$ cat config.mk
export PLATFORM = sky130hd
export DESIGN_NAME = hash_function
export DESIGN_NICKNAME = d
export VERILOG_FILES = /design/src/rtl/hash_function.sv
export SDC_FILE = /design/constraint.sdc
export NUM_CORES = 1
export LEC_CHECK = 0
export CORE_AREA = 2 2 108 131
export DETAILED_ROUTE_END_ITERATION = 7
export DIE_AREA = 0 0 110 133
export GPL_TIMING_DRIVEN = 1
export PLACE_DENSITY = 0.69
export SYNTH_ARGS = -nofsm -noshare
export SYNTH_HDL_FRONTEND = slang
export SYNTH_SLANG_ARGS = --single-unit
$ cat constraint.sdc
create_clock -name clk -period 3.9 [get_ports clk]
set_input_delay 0.78 -clock clk [delete_from_list [all_inputs] [get_ports clk]]
set_output_delay 0.78 -clock clk [all_outputs]
set_load 0.02 [all_outputs]
$ cat src/rtl/hash_function.sv
// hash_function: iterative 32-bit hash core.
// Compresses a 4-byte message into a 4-byte digest chained from a 4-byte IV,
// one mixing round per clock. Each message byte is mixed for ROUNDS rounds,
// so one hash takes 4*ROUNDS cycles in RUN after the capture edge.
// Optional build macro: HASH_FEEDFORWARD_EN (XOR the captured IV into the
// final state to form the digest; otherwise the raw final state is output).
module hash_function #(
  parameter int unsigned ROUNDS = 8
) (
  input  logic       clk,
  input  logic       rst_n,
  input  logic       start,
  input  logic [7:0] m   [0:3],
  input  logic [7:0] IV  [0:3],
  output logic [7:0] d   [0:3],
  output logic       done
);

  typedef enum logic [0:0] {
    S_IDLE = 1'b0,
    S_RUN  = 1'b1
  } state_e;

  // One mixing round; bytes are packed with H0 in the top byte.
  function automatic logic [31:0] mix_round(input logic [31:0] h,
                                            input logic [7:0]  b,
                                            input logic [7:0]  r);
    logic [7:0] x0, x1, x2, x3;
    logic [7:0] n0, n1, n2, n3;
    x0 = h[31:24] ^ b;
    x1 = h[23:16] ^ b;
    x2 = h[15:8]  ^ b;
    x3 = h[7:0]   ^ b;
    n0 = {x3[6:0], x3[7]}   + x0;
    n1 = {x0[5:0], x0[7:6]} ^ x1;
    n2 = {x1[4:0], x1[7:5]} + x2;
    n3 = {x2[2:0], x2[7:3]} ^ x3 ^ r;
    return {n0, n1, n2, n3};
  endfunction

  // Final digest formation from the last state and the captured IV.
  function automatic logic [31:0] finalize(input logic [31:0] h,
                                           input logic [31:0] iv);
`ifdef HASH_FEEDFORWARD_EN
    return h ^ iv;
`else
    return h ^ (iv & 32'h0000_0000);
`endif
  endfunction

  state_e      state_q, state_d;
  logic [31:0] h_q, h_d;
  logic [31:0] m_lat_q, m_lat_d;
  logic [31:0] iv_lat_q, iv_lat_d;
  logic [5:0]  rnd_q, rnd_d;       // round index within the current byte
  logic [1:0]  byte_q, byte_d;     // which message byte is being mixed
  logic [31:0] dig_q, dig_d;
  logic        done_q, done_d;

  logic [7:0]  cur_byte;
  logic        last_rnd;
  logic        last_op;

  // Select the message byte currently being mixed (m[0] first).
  always_comb begin
    cur_byte = 8'h00;
    case (byte_q)
      2'd0:    cur_byte = m_lat_q[31:24];
      2'd1:    cur_byte = m_lat_q[23:16];
      2'd2:    cur_byte = m_lat_q[15:8];
      2'd3:    cur_byte = m_lat_q[7:0];
      default: cur_byte = 8'h00;
    endcase
  end

  assign last_rnd = (rnd_q == 6'(ROUNDS - 1));
  assign last_op  = last_rnd && (byte_q == 2'd3);

  // Next-state and datapath: capture in IDLE, one round per edge in RUN.
  always_comb begin
    state_d  = state_q;
    h_d      = h_q;
    m_lat_d  = m_lat_q;
    iv_lat_d = iv_lat_q;
    rnd_d    = rnd_q;
    byte_d   = byte_q;
    dig_d    = dig_q;
    done_d   = 1'b0;
    case (state_q)
      S_IDLE: begin
        if (start) begin
          h_d      = {IV[0], IV[1], IV[2], IV[3]};
          m_lat_d  = {m[0], m[1], m[2], m[3]};
          iv_lat_d = {IV[0], IV[1], IV[2], IV[3]};
          rnd_d    = 6'd0;
          byte_d   = 2'd0;
          state_d  = S_RUN;
        end else begin
          state_d  = S_IDLE;
        end
      end
      S_RUN: begin
        h_d = mix_round(h_q, cur_byte, {2'b00, rnd_q});
        if (last_op) begin
          dig_d   = finalize(h_d, iv_lat_q);
          done_d  = 1'b1;
          rnd_d   = 6'd0;
          byte_d  = 2'd0;
          state_d = S_IDLE;
        end else if (last_rnd) begin
          rnd_d   = 6'd0;
          byte_d  = byte_q + 2'd1;
        end else begin
          rnd_d   = rnd_q + 6'd1;
        end
      end
      default: begin
        state_d = S_IDLE;
      end
    endcase
  end

  // State and datapath registers with asynchronous active-low reset.
  always_ff @(posedge clk or negedge rst_n) begin
    if (!rst_n) begin
      state_q  <= S_IDLE;
      h_q      <= 32'h0000_0000;
      m_lat_q  <= 32'h0000_0000;
      iv_lat_q <= 32'h0000_0000;
      rnd_q    <= 6'd0;
      byte_q   <= 2'd0;
      dig_q    <= 32'h0000_0000;
      done_q   <= 1'b0;
    end else begin
      state_q  <= state_d;
      h_q      <= h_d;
      m_lat_q  <= m_lat_d;
      iv_lat_q <= iv_lat_d;
      rnd_q    <= rnd_d;
      byte_q   <= byte_d;
      dig_q    <= dig_d;
      done_q   <= done_d;
    end
  end

  assign d[0] = dig_q[31:24];
  assign d[1] = dig_q[23:16];
  assign d[2] = dig_q[15:8];
  assign d[3] = dig_q[7:0];
  assign done = done_q;

endmodule

==> Word level (Yosys, flattened, before mapping) <==
Index checks and enable logic that the tools add are counted.
{ "op_classes": {"n_mux": 16, "n_mul": 0, "n_addsub": 4, "bitwise": 8, "shift": 0, "n_lt_le_gt_ge": 0, "reduce_logical": 5, "n_eq_ne": 6, "div_mod_pow": 0} }
{ "ops": {"columns": ["operator", "count"], "rows": [
  ["case mux 32 bit (2 select lines)", 1],
  ["bitwise XOR 8 bit", 6],
  ["2-to-1 mux 32 bit", 1],
  ["case mux 8 bit (4 select lines)", 1],
  ["2-to-1 mux 6 bit", 3],
  ["adder 8 bit", 2],
  ["case mux 6 bit (2 select lines)", 1],
  ["bitwise XOR 8 x 6 -> 8 bit", 1],
  ["adder 6 x 1 -> 6 bit (second input constant)", 1],
  ["equality test 6 x 3 -> 1 bit (second input constant)", 1],
  ["2-to-1 mux 2 bit", 3],
  ["AND reduction 2 bit", 3],
  ["equality test 2 bit (second input constant)", 2],
  ["2-to-1 mux 1 bit", 4],
  ["case mux 2 bit (2 select lines)", 1],
  ["!= test 3 x 1 -> 1 bit (second input constant)", 1],
  ["adder 2 x 1 -> 2 bit (second input constant)", 1],
  ["equality test 2 x 1 -> 1 bit (second input constant)", 1],
  ["logical NOT 2 bit", 1],
  ["!= test 2 bit (second input constant)", 1],
  ["case mux 1 bit (2 select lines)", 1],
  ["logical AND 1 bit", 1],
  ["NOT 1 bit", 1]
]} }
{ "word_totals": {"out_inout_bits": 33, "mem_bits_ro": 0, "regBits": 106, "mem_bits_rw": 0, "memories": 0, "latchBits": 0, "in_bits": 67} }

==> Depth between registers and ports, before layout <==
{ "depth": {"ltp_word": 6, "depth_mapped": 16, "ltp_nobuf": 15} }

==> Least setup slack after synthesis <==
Ideal clock, no wire load.
{ "synth_timing": {"path_kind": "reg2reg", "from": "register byte_q[0]", "to": "register dig_q[14], in the netlist d[14]", "path_slack_ns": 0.553, "setup_ns": 0.069, "required_time_ns": 3.831, "path_stages_with_launch": 15, "arrival_ns": 3.278, "cell_sequence": "dfrtp_1 > ha_1 > buf_6 > a222oi_1 > mux2i_2 > xor2_1 > ha_1 > inv_1 > fa_1 > nor2b_1 > o21ai_0 > a21boi_0 > o21ai_0 > a211o_1 > nand3_1"} }
{ "synth_via": {"elab_chain_len": 4, "word_cells_on_any_way": 10, "classes_between": "1 x add/sub; 3 x eq/ne; 1 x mux; 2 x bitwise; 3 x reduce/logical"} }
{ "synth_lines": {"columns": ["element", "line", "rtl"], "rows": [
  ["start: declaration", "56", "logic [1:0] byte_q, byte_d;"],
  ["start signal: assignment", "140", "byte_q <= byte_d;"],
  ["equality test 2 bit, or another cell as far along", "67, 77", null],
  ["case mux 8 bit (4 select lines)", "67", "case (byte_q)"],
  ["bitwise XOR 8 bit (on tied branches)", "31, 32", null],
  ["adder 8 bit", "36", "n2 = {x1[4:0], x1[7:5]} + x2;"],
  ["end signal: assignment", "141", "dig_q <= dig_d;"],
  ["end: declaration", "57", "logic [31:0] dig_q, dig_d;"]
]} }
Several ways; a longest one is shown, not always the timed one.
A chain may end at the register's enable or synchronous reset.

==> Final worst setup path <==
{ "layout_timing": {"from": "register byte_q[0]", "to": "register h_q[15]"} }
{ "layout_via": {"elab_chain_len": 5, "word_cells_on_any_way": 9, "classes_between": "1 x add/sub; 3 x eq/ne; 2 x mux; 2 x bitwise; 1 x reduce/logical"} }
{ "layout_lines": {"columns": ["element", "line", "rtl"], "rows": [
  ["equality test 2 bit, or another cell as far along", "67", null],
  ["case mux 8 bit (4 select lines) (*)", "67", null],
  ["bitwise XOR 8 bit (on tied branches)", "31, 32", null],
  ["adder 8 bit (*)", "36", null],
  ["case mux 32 bit (2 select lines) (*)", "89", "case (state_q)"],
  ["end signal: assignment", "127", "h_q <= 32'h0000_0000;"],
  ["end signal: assignment", "136", "h_q <= h_d;"],
  ["end: declaration", "52", "logic [31:0] h_q, h_d;"]
]} }
Every way passes the cells marked *; elsewhere a longest branch is shown, timed or not.

==> impl_metrics.ini <==
[outcome]
status = complete, no violations

[cells_and_area]
fillCellCount = 1282
antenna_cells = 0
area_growth_pct = 25.51
drive_above_1_share_pct = 6.694
finalNetCount = 816

[run]
maxCapViolCount = 0

[logic_synthesis]
synthCells = 636
synth_compound_area_share_pct = 12.94
synth_top_family_by_area = simple AND/OR/NAND/NOR gates
synthArstFlopShare_pct = 100.0
seq_area_frac_synth_pct = 44.84
yosys.area_share.simple_pct = 15.86
synth_edf_count = 0
yosysUniqueCellTypes = 48
synth_top_area_cell = dfrtp_1
synthFlopType = dfrtp_1
synth_top_cell_area_share_pct = 44.84
yosys_warnings = 0
syn_area_per_cell_um2 = 9.301
synth_nets = 724
synth_mux_area_share_pct = 4.167
synth_area_leaders = dfrtp_1 (45%), nand2_1 (11%), xnor2_1 (6.1%)
synth_xor_area_share_pct = 13.28
ys_seq_elements = 106
netlist_area_um2 = 5916
synthAdderAreaFrac_pct = 4.695

[critical_path]
critPathLaunchType = register
required_ns = 4.09
crit_arrival_ns = 3.75
ff2ff_setup_slack_ns = 0.34
critPathMaxFanout = 12
crit_type = reg -> reg
end_kind = register
r2r_cells = 13

[timing]
finalHoldViolCount = 0
worst_pin_slew_ns = 1.235
rsz0062_at_grt = no
fin_crit_ns = 3.563
clock_skew_ns = 0.007371
finalSetupViolCount = 0
slew_headroom_pct = 17.66
setup-tns-final_ns = 0
finalCritPeriodShare_pct = 91.37
clock.fmax_mhz = 280.6
slew_violations = 0

[drt]
wire_per_inst_um = 16.82
vias_per_cell = 5.225
ant_nets = 0
drtIter0Drc = 324
drc_errors = 0
wl_um = 15190
dr.pass1.iters = 6
vias = 4718

[floorplan]
dieWidth_um = 110
die_area_um2 = 14630
die_y_um = 133
start_util_pct = 43.93
core-area_um2 = 13470
io-pin-count = 100
rows = 47

[global_routing]
grt_max_degree = 70
grt_pass1_vias = 4721
gr-usage-all-layers_pct = 21.89
grt_overflow = 0
grt_pass1_wl_um = 24410
antenna_found_initial = 0

[place]
hpwl_um = 11470
gp_congestion = 0.9153
numPortBuffers = 99

[clock_network]
htree_levels = 3
tritoncts = done
postCtsHoldBufs = 0
cts_root_buf = clkbuf_16
clk_latency_ns = 0.35
cts_made_buffers = 9
max-clock-path-buffers = 2
clkSinkCount = 106
clk_pin_slew_worst_paths_ns = 0.07

[hold_path]
hold_path.class = reg -> reg
worstHoldPathCells = 2
==> cell usage in the layout (no fill, tap or decap), types with 9 or more instances in the layout <==
cell type	netlist	final
a211oi_1	14	14
xor2_1	29	29
nand2_1	172	172
clkdlybuf4s50_1	0	97
o21ai_0	50	49
dfrtp_1	106	105
clkbuf_16	0	9
ha_1	19	19
inv_1	29	29
mux2i_1	17	13
buf_4	0	16
nor2b_1	16	15
a21oi_1	23	23
xnor2_1	41	41
==> cell families after synthesis <==
kind of cell	count (synthesis)
compound gates	124
xor+xnor	78
fa+ha+maj	21
buf+inv	63
flops	106
mux	23
simple gates	221
==> layout make-up <==
class / count / area, um2 / share of cell area, %
Clock buffer: 13 / 270.3 / 3.640
Clock inverter: 2 / 12.51 / 0.1685
Inverter: 29 / 108.9 / 1.466
Multi-Input combinational cell: 467 / 3049 / 41.07
Sequential cell: 106 / 2654 / 35.74
Tap cell: 171 / 214.0 / 2.882
Timing Repair Buffer: 115 / 1116 / 15.03
==> metrics by stage <==
step | instance area [um2] | worst slack [ns] | util (%) | hold slack (ns) | cells
floorplan | 5916 | 0.5530 | - | 0.4446 | 636
global placement | 7079 | 0.2134 | 52.57 | 0.4543 | 884
detailed placement | 7079 | 0.1683 | 52.57 | 0.4579 | 884
CTS | 7362 | 0.1544 | 54.67 | 0.4728 | 899
global route | 7425 | 0.03129 | 55.13 | 0.4892 | 903
finish | 7425 | 0.3367 | 55.13 | 0.4655 | 903
==> metal layers <==
layer,global-route usage (%),up-vias,share of wire [%]
met1,28.89,2236,43
met3,3.399,24,4.9
li1,-,2313,-
met4,6.821,0,2.2
met5,0,-,0
met2,36.61,145,50
==> what timing repair did <==
action                                 in CTS  in global routing
endpoints found under the hold margin       0                  0
buffers inserted                            0                  4
setup endpoints to repair                   0                  6
resized for setup                           0                  7
==> flip-flops by register name, indices dropped and copies added, names as in the netlist <==
| register | count |
|---|---|
| state_q | 1 |
| done | 1 |
| d | 32 |
| h_q | 32 |
| byte_q | 2 |
| m_lat_q | 32 |
| rnd_q | 6 |
==> worst max-delay path, stage by stage (launching register included) <==
cell	delay (ns)
dfrtp_1	0.41
inv_1	0.10
ha_1	0.36
buf_4	0.29
mux2i_4	0.43
xnor2_1	0.19
inv_1	0.08
ha_1	0.31
a211oi_1	0.28
nor3_1	0.10
a211oi_1	0.41
xnor2_1	0.19
xnor2_1	0.16
a21oi_1	0.09
==> worst paths after layout <==
kind                                       startpoint                   to
worst max-delay path            byte_q[0]$_DFFE_PN0P_  h_q[15]$_DFFE_PN0P_
worst min-delay path                d[22]$_DFFE_PN0P_    d[22]$_DFFE_PN0P_
worst max register to register  byte_q[0]$_DFFE_PN0P_  h_q[15]$_DFFE_PN0P_
worst min register to register      d[22]$_DFFE_PN0P_    d[22]$_DFFE_PN0P_
max in group asynchronous                       rst_n  h_q[22]$_DFFE_PN0P_
min in group asynchronous                       rst_n     d[2]$_DFFE_PN0P_
==> synthesized netlist by cell type, types with 2 or more instances <==
library cell,count
nand2_1,172
dfrtp_1,106
o21ai_0,50
xnor2_1,41
inv_1,29
xor2_1,29
clkbuf_1,26
a21oi_1,23
ha_1,19
mux2i_1,17
nor2b_1,16
a211oi_1,14
a21o_1,7
a222oi_1,7
nand3_1,6
nor2_1,6
nand2b_1,5
o22ai_1,5
nand3b_1,4
nand4_1,4
xor3_1,4
a22oi_1,3
a31oi_1,3
buf_1,3
mux2_2,3
nor3_1,3
a211o_1,2
a21boi_0,2
buf_2,2
clkbuf_2,2
fa_1,2
mux2i_2,2
o21ai_1,2
xnor2_2,2
xnor3_1,2
Power is not shown: default switching activity piles up to over one toggle a cycle in this logic, so the estimate is an artifact.
